==> src/rtl/pc_fetch_unit_pkg.sv <==
// Shared fetch definitions: the program window, the sequential step, the
// fetch-state encoding and the window/alignment legality helper.
package pc_fetch_unit_pkg;

    // The address decoder also uses this window, so both blocks agree on it.
    localparam logic [31:0] PROG_LOWER = 32'h0000_18C0;
    localparam logic [31:0] PROG_UPPER = 32'h0000_1CBF;
    localparam logic [31:0] PC_STEP    = 32'd4;

    // Fetch FSM encoding, kept as plain constants for compatibility with older blocks.
    typedef logic [0:0] fetch_state_t;
    localparam fetch_state_t ST_RUN   = 1'b0;
    localparam fetch_state_t ST_FAULT = 1'b1;

    // A PC is fetchable when it lies inside the window and is word aligned.
    function automatic logic pc_is_legal(input logic [31:0] pc);
        return (pc >= PROG_LOWER) && (pc <= PROG_UPPER) && (pc[1:0] == 2'b00);
    endfunction

endpackage

==> src/rtl/pc_next_sel.sv <==
// Combinational next-PC selector: jump > branch > stall > sequential,
// plus a legality flag for the chosen candidate.
module pc_next_sel
    import pc_fetch_unit_pkg::*;
(
    input  logic [31:0] address,
    input  logic        stall,
    input  logic        branch_taken,
    input  logic [31:0] branch_target,
    input  logic        jump,
    input  logic [31:0] jump_target,
    output logic [31:0] npc,
    output logic        redirect,
    output logic        hold_pc,
    output logic        legal
);

    // Priority mux choosing the candidate next PC.
    always_comb begin
        // NOTE: every output gets a default first so no path leaves one unassigned and infers a latch.
        npc      = address + PC_STEP;
        redirect = 1'b0;
        hold_pc  = 1'b0;
        if (jump) begin
            npc      = jump_target;
            redirect = 1'b1;
        end else if (branch_taken) begin
            npc      = branch_target;
            redirect = 1'b1;
        end else if (stall) begin
            npc     = address;
            hold_pc = 1'b1;
        end
    end

    assign legal = pc_is_legal(npc);

endmodule

==> src/rtl/pc_fetch_unit.sv <==
// Instruction-fetch stage: owns the PC, pairs returned instructions with their
// PC, buffers the instruction across stalls and latches a sticky fault when the
// next PC leaves the program window or is misaligned.
module pc_fetch_unit
    import pc_fetch_unit_pkg::*;
(
    input  logic        clk,
    input  logic        rst,
    input  logic        stall,
    input  logic        branch_taken,
    input  logic [31:0] branch_target,
    input  logic        jump,
    input  logic [31:0] jump_target,
    input  logic [31:0] instr_in,
    output logic [31:0] address,
    output logic [31:0] pc_out,
    output logic [31:0] instr_out,
    output logic        valid,
    output logic        fault,
    output logic [31:0] fault_addr
);

    fetch_state_t state;
    logic [31:0]  hold_buf;
    logic         use_hold;
    logic [31:0]  npc;
    logic         redirect;
    logic         hold_pc;
    logic         legal;

    pc_next_sel u_next_sel (
        .address       (address),
        .stall         (stall),
        .branch_taken  (branch_taken),
        .branch_target (branch_target),
        .jump          (jump),
        .jump_target   (jump_target),
        .npc           (npc),
        .redirect      (redirect),
        .hold_pc       (hold_pc),
        .legal         (legal)
    );

    // PC, output pair, hold buffer and fault FSM update.
    always_ff @(posedge clk) begin
        // NOTE: state is updated with non-blocking assignments so every register samples pre-edge values.
        if (rst) begin
            state      <= ST_RUN;
            address    <= PROG_LOWER;
            pc_out     <= PROG_LOWER;
            valid      <= 1'b0;
            fault      <= 1'b0;
            fault_addr <= '0;
            hold_buf   <= '0;
            use_hold   <= 1'b0;
        end else begin
            case (state)
                ST_RUN: begin
                    if (hold_pc) begin
                        // Stall: keep the pair, capture the live instruction once.
                        if (!use_hold) begin
                            hold_buf <= instr_in;
                            use_hold <= 1'b1;
                        end
                    end else if (!legal) begin
                        // Address and pc_out keep their values for post-mortem.
                        state      <= ST_FAULT;
                        fault      <= 1'b1;
                        fault_addr <= npc;
                        valid      <= 1'b0;
                        use_hold   <= 1'b0;
                    end else if (redirect) begin
                        // The word fetched from the old address is squashed.
                        address  <= npc;
                        valid    <= 1'b0;
                        use_hold <= 1'b0;
                    end else begin
                        pc_out   <= address;
                        valid    <= 1'b1;
                        address  <= npc;
                        use_hold <= 1'b0;
                    end
                end
                default: begin
                    // Only reset leaves the fault state.
                    valid <= 1'b0;
                end
            endcase
        end
    end

    // The memory keeps re-reading the held address, so instr_in is only stale
    // while stalled; the buffered copy covers that window.
    assign instr_out = valid ? (use_hold ? hold_buf : instr_in) : 32'h0;

endmodule
==> config.mk <==
export PLATFORM = sky130hd
export DESIGN_NAME = pc_fetch_unit
export DESIGN_NICKNAME = d
export VERILOG_FILES = /design/src/rtl/pc_fetch_unit_pkg.sv /design/src/rtl/pc_next_sel.sv /design/src/rtl/pc_fetch_unit.sv
export SDC_FILE = /design/constraint.sdc
export NUM_CORES = 1
export LEC_CHECK = 0
export CORE_MARGIN = 4
export CORE_UTILIZATION = 36
export CTS_BUF_LIST = sky130_fd_sc_hd__clkbuf_2
export DETAILED_ROUTE_END_ITERATION = 6
export GPL_TIMING_DRIVEN = 0
export PLACE_DENSITY = 0.78
export SLEW_MARGIN = 10
export SYNTH_ARGS = -nofsm -noshare
export SYNTH_HDL_FRONTEND = slang
export SYNTH_SLANG_ARGS = --single-unit
==> constraint.sdc <==
create_clock -name clk -period 5.2 [get_ports clk]
set_input_delay 1.04 -clock clk [delete_from_list [all_inputs] [get_ports clk]]
set_output_delay 1.04 -clock clk [all_outputs]
set_load 0.1 [all_outputs]
==> results.py <==
metrics = {
    "status": {
        "outcome": "finished clean",
    },
    "critical_path": {
        "critical_path_cell_list": "clkbuf_1 -> clkbuf_1 -> mux2i_1 -> nor2b_1 -> clkdlybuf4s50_1",
        "worst_path_max_delay_cell": "sky130_fd_sc_hd__clkdlybuf4s50_1",
        "worst_r2r_startpoint": "address[10]",
        "startpoint": "use_hold",
        "critical_path.max_stage_delay_ps": 1160,
        "worst-setup-path-type": "reg2out",
        "timing.critical_path.to_type": "output port",
        "cp_common_cell": "sky130_fd_sc_hd__clkbuf_1",
        "timing.critical_path.buf_inv": 3,
        "path_delay_family": "buffers and inverters",
        "worstPathRequired_ps": 4160,
        "crit_arrival_ps": 3490,
        "worst_setup_path_start_kind": "flop",
        "crit_fanout": 10,
    },
    "global_route": {
        "via_count_of_the_first_global_routing_pass": 6427,
        "antenna_found_initial": 1,
        "overflow": 0,
        "grt.total_usage_pct": 21.8,
        "grt_start_max_net_pins": 17,
        "grt_first_pass_wirelength_mm": 34.6,
    },
    "cells_and_area": {
        "share_of_post_route_cells_with_drive_strength_above_1_pct": 8.10,
        "final_net_count": 1115,
        "area.growth.synth_to_final_pct": 43.1,
        "finalNonFillerCells": 1255,
    },
    "placed_design": {
        "place.port_buffers": 230,
        "post-place-cells": 1223,
        "dpl.hpwl_mm": 17.8,
        "global_placer_s_final_weighted_congestion": 0.961,
    },
    "sta": {
        "max_clock_freq_mhz": 221,
        "min_period_over_period_pct": 87.0,
        "final.min_clock_period_ps": 4530,
        "relSlewSlack_pct": 29.2,
        "setup_viol": 0,
        "finalSetupTns_ps": 0,
        "worstMarginPinSlew_ps": 1060,
        "slew_violations": 0,
        "clock-skew-final_ps": 23.0,
        "grt_setup_unrepaired": "false",
        "hold_violations": 0,
    },
    "clocking": {
        "htree_levels": 4,
        "cell_at_the_root_of_the_clock_tree": "sky130_fd_sc_hd__clkbuf_2",
        "clock_sink_count": 132,
        "postCtsSetupRepairBufs": 0,
        "worst_skew_late_latency_ps": 710,
        "ctsLongestPathBuffers": 2,
        "cts_resized": 0,
        "clock_tree_from_tritoncts": "done",
        "ctsHoldBuffers": 0,
        "clk_pin_slew_worst_paths_ps": 170,
        "numCtsBuffers": 17,
    },
    "floorplan": {
        "die_y_extent_um": 143,
        "die_area_sq_um": 20400,
        "dieWidth_um": 143,
        "initial_utilization_pct": 36.5,
        "placeableCoreArea_sq_um": 18000,
        "boundaryPins": 231,
        "placementRows": 49,
    },
    "synthesis": {
        "synth_sequential_area_ratio_pct": 40.3,
        "synth-seq-cells": 132,
        "syn-mean-instance-area_sq_um": 8.58,
        "post_synth_inst_count": 764,
        "yosys_most_used_dff": "sky130_fd_sc_hd__dfxtp_1",
        "synth_cell_types": 71,
        "synth_fp_nets": 866,
        "synth_warnings": 0,
        "asyncSetResetFlopFracSynth_pct": 0,
        "synth.cell_area_sq_um": 6560,
        "number_of_enable_flip_flop_cells_after_synthesis": 0,
    },
    "routing": {
        "wire_length_per_cell_after_detailed_routing_um": 18.1,
        "route.vias.total": 6703,
        "drt_pre_antenna_iters": 5,
        "detail_route.iter0.violations": 562,
        "drt-vias-per-instance": 5.34,
        "number_of_remaining_drc_errors": 0,
        "totalWireLength_mm": 22.7,
        "antenna_violating_nets_post_route": 0,
    },
    "power_and_ir_drop": {
        "worst_ir_drop_vdd_v": 0.000165,
        "static-leakage-power_uw": 0.00338,
        "power_density_nw_per_um2": 230,
    },
    "flow_run": {
        "count_of_max_cap_constraint_violations": 0,
    },
    "hold_path": {
        "worstHoldPathType": "reg2reg",
        "timing.hold.worst.start": "hold_buf[10]",
    },
}
## flip-flops by register name, indices dropped and copies added (netlist names)
signal      cells
fault_addr     32
valid           1
pc_out         32
use_hold        1
state           1
fault           1
address        32
hold_buf       32
## Yosys cell counts, drive strengths merged (2+ instances only)
| library cell | n | area share (%) |
|---|---|---|
| a21o | 3 | 0.34 |
| a211oi | 12 | 1.4 |
| mux2 | 9 | 1.8 |
| inv | 5 | 0.29 |
| a22oi | 10 | 1.1 |
| nor2b | 41 | 3.9 |
| a21oi | 67 | 5.2 |
| nor2 | 24 | 1.5 |
| o211ai | 8 | 0.92 |
| or3 | 4 | 0.38 |
| nand4b | 4 | 0.86 |
| or2 | 3 | 0.29 |
| nand2b | 7 | 0.67 |
| xnor2 | 6 | 0.80 |
| a221oi | 2 | 0.27 |
| nor3 | 29 | 2.4 |
| o22ai | 3 | 0.29 |
| xor2 | 14 | 1.9 |
| nand4 | 10 | 1.0 |
| buf | 17 | 1.6 |
| a31oi | 4 | 0.38 |
| o31a | 2 | 0.27 |
| mux2i | 53 | 8.1 |
| and2 | 45 | 4.3 |
| nand2 | 112 | 6.7 |
| nand3 | 13 | 1.1 |
| a31o | 4 | 0.53 |
| nor4b | 2 | 0.50 |
| o21ai | 29 | 2.3 |
| o31ai | 6 | 0.69 |
| or4 | 2 | 0.23 |
| o21a | 6 | 0.69 |
| nor4 | 13 | 1.6 |
| clkbuf | 41 | 2.4 |
| or4b | 4 | 0.61 |
| dfxtp | 132 | 40 |
| a32o | 5 | 0.76 |
## path summary, 6_finish.rpt
kind / depth (start not counted) / to / slack (ps)
hold reg to reg: 2 / hold_buf[10] / 470
setup reg to reg: 10 / pc_out[3] / 1340
hold / removal: 2 / hold_buf[10] / 470
setup / recovery: 5 / instr_out[4] / 670
## logic make-up after synthesis
family	synth area share [%]
compound gates	16.1
mux	9.87
simple gates	26.5
xor+xnor	2.67
buf+inv	4.31
flops	40.3
fa+ha+maj	0.191
## final cells by class
class                           count  area [sq um]
Antenna cell                        1          2.50
Buffer                             58           260
Clock buffer                       20           100
Clock inverter                     11           136
Fill cell                        1680          8580
Inverter                            6          22.5
Multi-Input combinational cell    568          3630
Sequential cell                   132          2640
Tap cell                          229           287
Timing Repair Buffer              230          2300
## worst min-delay path, cell delays in order (launching register included)
cell and delay (ps):
sky130_fd_sc_hd__dfxtp_1 340, sky130_fd_sc_hd__nand2_1 50, sky130_fd_sc_hd__a21oi_1 50
## through the flow
step / util [%] / area, sq um / power, uW / setup WS (ps) / hold slack [ps]
floorplan: - / 6560 / 1350 / 1150 / 436
global placement: 50.9 / 9140 / 1530 / 439 / 423
detailed placement: 50.9 / 9140 / 1530 / 425 / 443
CTS: 52.2 / 9380 / 2180 / 565 / 468
global route: 52.2 / 9380 / 2250 / 422 / 484
finish: 52.2 / 9380 / 2160 / 674 / 465
## layout by cell type, fill, tap and decap left out, drive strengths merged, types with 4 or more instances in the layout
cell type      Yosys  layout
clkdlybuf4s50      0     230
nor2              24      24
nand4b             4       4
nand2b             7       7
clkbuf            41      61
mux2               9       9
a211oi            12      12
nor4              13      13
or3                4       4
xnor2              6       6
a32o               5       5
o31ai              6       6
xor2              14      14
inv                5       5
nor2b             41      41
o21a               6       6
o211ai             8       8
and2              45      45
o21ai             29      29
mux2i             53      53
dfxtp            132     132
nand2            112     112
a31o               4       4
nand3             13      13
or4b               4       4
nor3              29      29
a21oi             67      67
nand4             10      10
clkinv             1       6
buf               17      17
a31oi              4       4
a22oi             10      10
## routing by layer
| layer | global-route usage [%] | up-vias | share of wire [%] |
|---|---|---|---|
| met5 | 0 | - | 0 |
| met4 | 10.1 | 0 | 4.0 |
| met3 | 6.06 | 53 | 8.5 |
| met2 | 33.7 | 322 | 46 |
| met1 | 28.3 | 3122 | 42 |
| li1 | - | 3206 | - |
## power breakdown
group	internal [uW]	total [uW]	leakage (uW)	switching, uW
logic	164	460	0.00216	295
registers	1040	1050	0.00107	16.3
clock network	266	643	0.000143	377
Power figures use the tool's default switching activity.
